## config.mk

```make
export PLATFORM = sky130hd
export DESIGN_NAME = nway_wb_cache
export DESIGN_NICKNAME = d
export VERILOG_FILES = /design/src/rtl/cache_types.sv /design/src/rtl/plru_tree.sv /design/src/rtl/nway_wb_cache.sv
export SDC_FILE = /design/constraint.sdc
export NUM_CORES = 2
export LEC_CHECK = 0
export ABC_AREA = 1
export BUFFER_PORTS_ARGS = -buffer_cell sky130_fd_sc_hd__buf_2
export CAP_MARGIN = 25
export CORE_ASPECT_RATIO = 1.75
export CORE_UTILIZATION = 45
export CTS_BUF_LIST = sky130_fd_sc_hd__clkbuf_8
export CTS_CLUSTER_DIAMETER = 30
export DETAILED_ROUTE_END_ITERATION = 10
export PLACE_DENSITY = 0.59
export SYNTH_ARGS = -nofsm -noshare
export SYNTH_HDL_FRONTEND = slang
export SYNTH_MEMORY_MAX_BITS = 65536
export SYNTH_SLANG_ARGS = --single-unit
```

## constraint.sdc

```tcl
create_clock -name clk -period 3 [get_ports clk]
set_clock_uncertainty 0.2 [all_clocks]
set_input_delay 0.15 -clock clk [delete_from_list [all_inputs] [get_ports clk]]
set_output_delay 0.15 -clock clk [all_outputs]
set_load 0.03 [all_outputs]
```

## src/rtl/cache_types.sv

```systemverilog
// Shared types and width helpers for the N-way write-back cache.
// Latency: none (declarations only).
// Backpressure: not applicable.
package cache_types;

    function automatic int clog2(input int v);
        int r;
        r = 0;
        for (int i = 0; i < 31; i++) begin
            if ((1 << i) < v) r = i + 1;
        end
        return r;
    endfunction

    function automatic int off_w(input int line_bytes);
        return clog2(line_bytes);
    endfunction

    function automatic int idx_w(input int num_sets);
        return clog2(num_sets);
    endfunction

    function automatic int tag_w(input int addr_w, input int line_bytes, input int num_sets);
        return addr_w - off_w(line_bytes) - idx_w(num_sets);
    endfunction

    typedef enum logic [1:0] {
        IDLE      = 2'd0,
        WRITEBACK = 2'd1,
        FILL      = 2'd2
    } cache_state_t;

endpackage

```

## src/rtl/plru_tree.sv

```systemverilog
// Tree pseudo-LRU for one set: next tree bits for an access and the current victim way.
// Latency: purely combinational.
// Backpressure: none.
module plru_tree
    import cache_types::*;
#(
    parameter int NUM_WAYS = 4
) (
    input  logic [NUM_WAYS-2:0]        bits_in,
    input  logic [clog2(NUM_WAYS)-1:0] access_way,
    output logic [NUM_WAYS-2:0]        bits_out,
    output logic [clog2(NUM_WAYS)-1:0] victim
);
    localparam int WAY_W = clog2(NUM_WAYS);

    // Each node on the accessed path is pointed at the opposite half.
    always_comb begin : upd
        logic [WAY_W-1:0] node;
        node     = '0;
        bits_out = bits_in;
        for (int lvl = 0; lvl < WAY_W; lvl++) begin
            bits_out[node] = ~access_way[WAY_W-1-lvl];
            node = WAY_W'(2 * int'(node) + 1 + int'(access_way[WAY_W-1-lvl]));
        end
    end

    always_comb begin : walk
        logic [WAY_W-1:0] node;
        node   = '0;
        victim = '0;
        for (int lvl = 0; lvl < WAY_W; lvl++) begin
            victim[WAY_W-1-lvl] = bits_in[node];
            node = WAY_W'(2 * int'(node) + 1 + int'(bits_in[node]));
        end
    end

endmodule

```

## src/rtl/nway_wb_cache.sv

```systemverilog
// N-way set-associative write-back/write-allocate cache with tree PLRU; CACHE_STATS_EN adds hit/miss counters.
// Latency: hits respond in the request cycle; misses respond one cycle after the last mem_resp.
// Backpressure: CPU request is held until cpu_resp; memory requests are held until mem_resp.
module nway_wb_cache
    import cache_types::*;
#(
    parameter int ADDR_W     = 16,
    parameter int LINE_BYTES = 16,
    parameter int NUM_SETS   = 8,
    parameter int NUM_WAYS   = 4
) (
    input  logic                    clk,
    input  logic                    reset,
    input  logic                    cpu_read,
    input  logic                    cpu_write,
    input  logic [ADDR_W-1:0]       cpu_address,
    input  logic [LINE_BYTES-1:0]   cpu_sel,
    input  logic [8*LINE_BYTES-1:0] cpu_wdata,
    output logic [8*LINE_BYTES-1:0] cpu_rdata,
    output logic                    cpu_resp,
    output logic                    mem_read,
    output logic                    mem_write,
    output logic [ADDR_W-1:0]       mem_address,
    output logic [8*LINE_BYTES-1:0] mem_wdata,
    input  logic [8*LINE_BYTES-1:0] mem_rdata,
    input  logic                    mem_resp
`ifdef CACHE_STATS_EN
    ,
    output logic [31:0]             hit_count,
    output logic [31:0]             miss_count
`endif
);
    localparam int OFF_W  = off_w(LINE_BYTES);
    localparam int IDX_W  = idx_w(NUM_SETS);
    localparam int TAG_W  = tag_w(ADDR_W, LINE_BYTES, NUM_SETS);
    localparam int WAY_W  = clog2(NUM_WAYS);
    localparam int LINE_W = 8 * LINE_BYTES;

    cache_state_t state_q, state_d;

    logic [LINE_W-1:0]   data_arr [NUM_SETS][NUM_WAYS];
    logic [TAG_W-1:0]    tag_arr  [NUM_SETS][NUM_WAYS];
    logic [NUM_WAYS-1:0] valid_q  [NUM_SETS];
    logic [NUM_WAYS-1:0] dirty_q  [NUM_SETS];
    logic [NUM_WAYS-2:0] plru_q   [NUM_SETS];
    logic [WAY_W-1:0]    victim_q;

    logic [IDX_W-1:0]    idx;
    logic [TAG_W-1:0]    req_tag;
    logic                req;
    logic [NUM_WAYS-1:0] hit_vec;
    logic                hit;
    logic [WAY_W-1:0]    hit_way;
    logic [WAY_W-1:0]    inv_way;
    logic                any_inv;
    logic [WAY_W-1:0]    plru_victim;
    logic [WAY_W-1:0]    miss_victim;
    logic [WAY_W-1:0]    plru_access;
    logic [NUM_WAYS-2:0] plru_next;
    logic                hit_upd;
    logic                fill_done;
    logic                miss_start;
    logic                unused_off;

    assign idx        = cpu_address[OFF_W +: IDX_W];
    assign req_tag    = cpu_address[ADDR_W-1 -: TAG_W];
    assign req        = cpu_read | cpu_write;
    assign unused_off = ^cpu_address[OFF_W-1:0];

    always_comb begin
        hit_vec = '0;
        hit_way = '0;
        for (int w = 0; w < NUM_WAYS; w++) begin
            hit_vec[w] = valid_q[idx][w] && (tag_arr[idx][w] == req_tag);
            if (hit_vec[w]) hit_way = WAY_W'(w);
        end
    end
    assign hit = |hit_vec;

    // Scan downwards so the lowest-index invalid way wins.
    always_comb begin
        inv_way = '0;
        any_inv = 1'b0;
        for (int w = NUM_WAYS - 1; w >= 0; w--) begin
            if (!valid_q[idx][w]) begin
                inv_way = WAY_W'(w);
                any_inv = 1'b1;
            end
        end
    end

    assign plru_access = (state_q == FILL) ? victim_q : hit_way;
    assign miss_victim = any_inv ? inv_way : plru_victim;

    plru_tree #(.NUM_WAYS(NUM_WAYS)) u_plru (
        .bits_in    (plru_q[idx]),
        .access_way (plru_access),
        .bits_out   (plru_next),
        .victim     (plru_victim)
    );

    assign cpu_rdata  = data_arr[idx][hit_way];
    assign hit_upd    = (state_q == IDLE) && req && hit;
    assign miss_start = (state_q == IDLE) && req && !hit;
    assign fill_done  = (state_q == FILL) && mem_resp;

    always_comb begin
        state_d     = state_q;
        cpu_resp    = 1'b0;
        mem_read    = 1'b0;
        mem_write   = 1'b0;
        mem_address = '0;
        mem_wdata   = '0;
        case (state_q)
            IDLE: begin
                if (req && hit) begin
                    cpu_resp = 1'b1;
                end else if (req) begin
                    state_d = (valid_q[idx][miss_victim] && dirty_q[idx][miss_victim])
                              ? WRITEBACK : FILL;
                end
            end
            WRITEBACK: begin
                mem_write   = 1'b1;
                mem_address = {tag_arr[idx][victim_q], idx, {OFF_W{1'b0}}};
                mem_wdata   = data_arr[idx][victim_q];
                if (mem_resp) state_d = FILL;
            end
            FILL: begin
                mem_read    = 1'b1;
                mem_address = {req_tag, idx, {OFF_W{1'b0}}};
                if (mem_resp) state_d = IDLE;
            end
            default: state_d = IDLE;
        endcase
    end

    always_ff @(posedge clk or posedge reset) begin
        if (reset) begin
            state_q  <= IDLE;
            victim_q <= '0;
            for (int s = 0; s < NUM_SETS; s++) begin
                valid_q[s] <= '0;
                dirty_q[s] <= '0;
                plru_q[s]  <= '0;
            end
        end else begin
            state_q <= state_d;
            if (miss_start) victim_q <= miss_victim;
            if (hit_upd) begin
                plru_q[idx] <= plru_next;
                if (cpu_write) dirty_q[idx][hit_way] <= 1'b1;
            end
            if (fill_done) begin
                valid_q[idx][victim_q] <= 1'b1;
                dirty_q[idx][victim_q] <= 1'b0;
                plru_q[idx]            <= plru_next;
            end
        end
    end

    // Line storage carries no reset; valid bits gate every use of it.
    always_ff @(posedge clk) begin
        if (hit_upd && cpu_write) begin
            for (int b = 0; b < LINE_BYTES; b++) begin
                if (cpu_sel[b]) data_arr[idx][hit_way][8*b +: 8] <= cpu_wdata[8*b +: 8];
            end
        end
        if (fill_done) begin
            data_arr[idx][victim_q] <= mem_rdata;
            tag_arr[idx][victim_q]  <= req_tag;
        end
    end

`ifdef CACHE_STATS_EN
    logic missed_q;

    always_ff @(posedge clk or posedge reset) begin
        if (reset) begin
            hit_count  <= '0;
            miss_count <= '0;
            missed_q   <= 1'b0;
        end else begin
            if (miss_start) begin
                missed_q <= 1'b1;
                if (miss_count != '1) miss_count <= miss_count + 32'd1;
            end
            if (cpu_resp) begin
                missed_q <= 1'b0;
                if (!missed_q && hit_count != '1) hit_count <= hit_count + 32'd1;
            end
        end
    end
`endif

endmodule

```

==> impl_metrics.tcl <==
set metrics [dict create \
    fp.dieH_um 840 \
    dp_hpwl_um 555000 \
    synth_flop_cell "edfxtp_1" \
    tns_ns -3405.86 \
    dieArea_um2 404000 \
    cts_buffer_depth 4 \
    critPathCaptureType "output port" \
    synth_cells 13480 \
    htreeDepth 6 \
    floorplan.initialDensity_pct 45.2 \
    drcViolationCount 0 \
    core_area_um2 399000 \
    grt_max_degree 96 \
    crit_path_start_kind "flop" \
    numClockSinks 4476 \
    post-route-period-util_pct 155 \
    synth.avg_cell_area_um2 13.4 \
    drtAntennaViolNets 0 \
    ys_warn_count 0 \
    setup_violations 5020 \
    grt_first_pass_wirelength_um 1030000 \
    fill_cells 31824 \
    wl_um 760000 \
    clockRootBuffer "clkbuf_8" \
    dp_slack_ns -1.25 \
    layout-area-overhead-vs-synth_pct 29.2 \
    worstSkewPairLatency_ns 1.22 \
    avgRoutedWirePerCell_um 33.3 \
    track_usage_pct 36.9 \
    firstDrtPassIters 7 \
    yosysUniqueCellTypes 48 \
    gr-total-overflow 0 \
    slew_headroom_pct 18.5 \
    drive_gt1_share_pct 27.2 \
    via_per_inst 6.07 \
    tightestPinTransition_ns 1.21 \
    leakagePower_nw 85.9 \
    finalNonFillerCells 22804 \
    cts_tree "yes" \
    final_area_um2 233000 \
    grt_pass1_vias 132870 \
    synthArstFlopShare_pct 2.06 \
    worstSetupPathType "reg2out" \
    antenna_found_initial 208 \
    post-route-worst-setup-slack_ns -1.65 \
    hold_path.class "in2reg" \
    max-cap-violations 0 \
    numCtsBuffers 672 \
    clock.fmax_ghz 0.215 \
    synth_seq_cells 4476 \
    port_buffers 559 \
    fin_nets 17179 \
    power.density_nw_per_um2 627 \
    finalHoldViolCount 0 \
    min_period_ns 4.65 \
    place_area_um2 211000 \
    rsz0062_at_grt "true" \
    synth.yosys.seq_area_share_pct 74.2 \
    cp.required_ns 2.65 \
    outcome "complete, but fails checks" \
    dp_cells 20865 \
    first_iter_violations 18257 \
    peakVddDrop_mv 0.623 \
    num_rows 307 \
    violations "setup timing" \
    synth_edf_count 4384 \
    vias 138528 \
    path_clk_slew_ns 0.07 \
    gp_congestion 0.994 \
    syn_area_um2 181000 \
    die_w_um 481 \
    cp_max_fo 4 \
    io_pins 568 \
    drv_slew 0 \
    arrival_ns 4.30 \
]
==> cells in the mapped netlist (3+ instances only) <==
master	n	area (um^2)
edfxtp_1	4384	132000
nand2_1	3133	11800
o21ai_0	840	4200
a21oi_1	715	3580
inv_1	691	2590
clkbuf_1	601	2260
a22oi_1	545	4090
a221oi_1	542	4750
nand4_1	382	2390
a22o_1	313	2740
nor2_1	225	845
nand3_1	221	1110
buf_2	182	911
dfrtp_1	92	2300
a21oi_2	88	771
buf_1	80	300
o22ai_1	65	407
nand4_4	64	1360
o211ai_1	49	368
a41oi_1	40	350
o2bb2ai_1	36	315
o2111ai_1	29	254
o21ai_1	27	135
buf_4	24	180
buf_6	19	214
or2_2	17	106
nor3_1	10	50.1
and3_1	8	50.1
inv_2	7	26.3
a31oi_1	6	37.5
buf_12	5	100
nand3b_1	5	37.5
nor2_2	5	31.3
or2_1	5	31.3
nor2_8	4	80.1
clkinv_1	3	11.3
ha_1	3	37.5
==> stage by stage <==
stage / utilization (%) / hold slack, ns / power (mW)
final: 58.4 / 0.00416 / 146
after global routing: 58.3 / 0.00429 / 150
after CTS: 57.8 / -0.0614 / 145
after detailed placement: 52.8 / 0.122 / 95.6
after global placement: 52.8 / 0.115 / 95.3
after floorplan: - / 0.0489 / 83.1
==> registers in the layout, indices dropped and copies added, names as in the netlist <==
register  count
dirty_q      32
victim_q      2
valid_q      32
state_q       2
plru_q       24
tag_arr     288
data_arr   4096
==> power by group <==
part           total [mW]  switching, mW  internal, mW
Sequential           73.0          0.469          72.5
Clock                49.4           24.6          24.8
Combinational        24.0           16.7          7.27
==> routing by layer <==
metal | vias up | GRT usage [%] | routed length [um]
li1 | 57751 | - | -
met1 | 68666 | 41.6 | 244000
met2 | 9397 | 60.0 | 359000
met3 | 2604 | 12.1 | 97600
met4 | 110 | 24.1 | 59100
met5 | - | 0 | 745
==> path summary, 6_finish.rpt <==
path	startpoint	endpoint	slack, ns	depth (start not counted)
worst max-delay path	tag_arr[4][12]	cpu_rdata[9]	-1.65	18
worst min-delay path	cpu_wdata[105]	data_arr[4][233]	0.004	5
worst max register to register	tag_arr[4][12]	data_arr[1][227]	-1.01	21
worst min register to register	valid_q[6]	valid_q[6]	0.26	2
max in group asynchronous	reset	valid_q[14]	2.05	5
min in group asynchronous	reset	valid_q[21]	0.07	5
==> critical path, cell delays in order (launching register included) <==
cell and delay, ns:
edfxtp_1 0.37, inv_1 0.06, nand2_1 0.06, nand3_2 0.09, nand2_2 0.10, buf_6 0.14, o21ai_4 0.12, nand2_1 0.08
nor2_1 0.11, nand2_1 0.07, nor2_2 0.16, nand2_4 0.13, nor2_4 0.18, buf_12 0.14, buf_16 0.15, a21oi_4 0.03
o211ai_1 0.65, buf_4 0.29, buf_12 0.13
==> layout by cell type (no fill, tap or decap), types with 131 or more instances in the layout <==
cell type / count
buf_2: 437
a221oi_1: 542
a21oi_2: 224
edfxtp_1: 4384
inv_1: 851
clkinv_1: 131
a22o_1: 313
nand4_1: 382
a21oi_1: 559
clkbuf_8: 690
o21ai_0: 771
nor2_1: 190
nand2_1: 3024
buf_12: 458
dlygate4sd3_1: 438
diode_2: 145
nand3_1: 168
a22oi_1: 545
buf_4: 2128
==> timing repair <==
action | 4_1_cts | 5_1_grt
pin swaps | 73 | 123
gates cloned | 14 | 5
endpoints found under the hold margin | 8660 | 27
setup endpoints to repair | 4604 | 5568
buffers inserted | 78 | 55
resized for setup | 375 | 408
hold buffers | 433 | 5
==> final cells by class <==
cell class	count	area [um^2]	area share, %
clock inverter	507	3460	1.48
sequential	4476	134000	57.4
tap	5253	6570	2.82
timing repair buffer	3639	34400	14.7
inverter	703	2730	1.17
multi-input combinational	7391	42300	18.1
clock buffer	690	9500	4.07
antenna	145	363	0.156
==> kinds of logic after synthesis <==
group                    share of synthesized area (%)
adder cells (fa/ha/maj)                         0.0208
AO/OA/AOI/OAI                                     12.2
AND/OR/NAND/NOR                                   9.92
buffers and inverters                             3.67
flip-flops                                        74.2
other                                          0.00208
No activity file was read; power rests on OpenSTA's default activity.
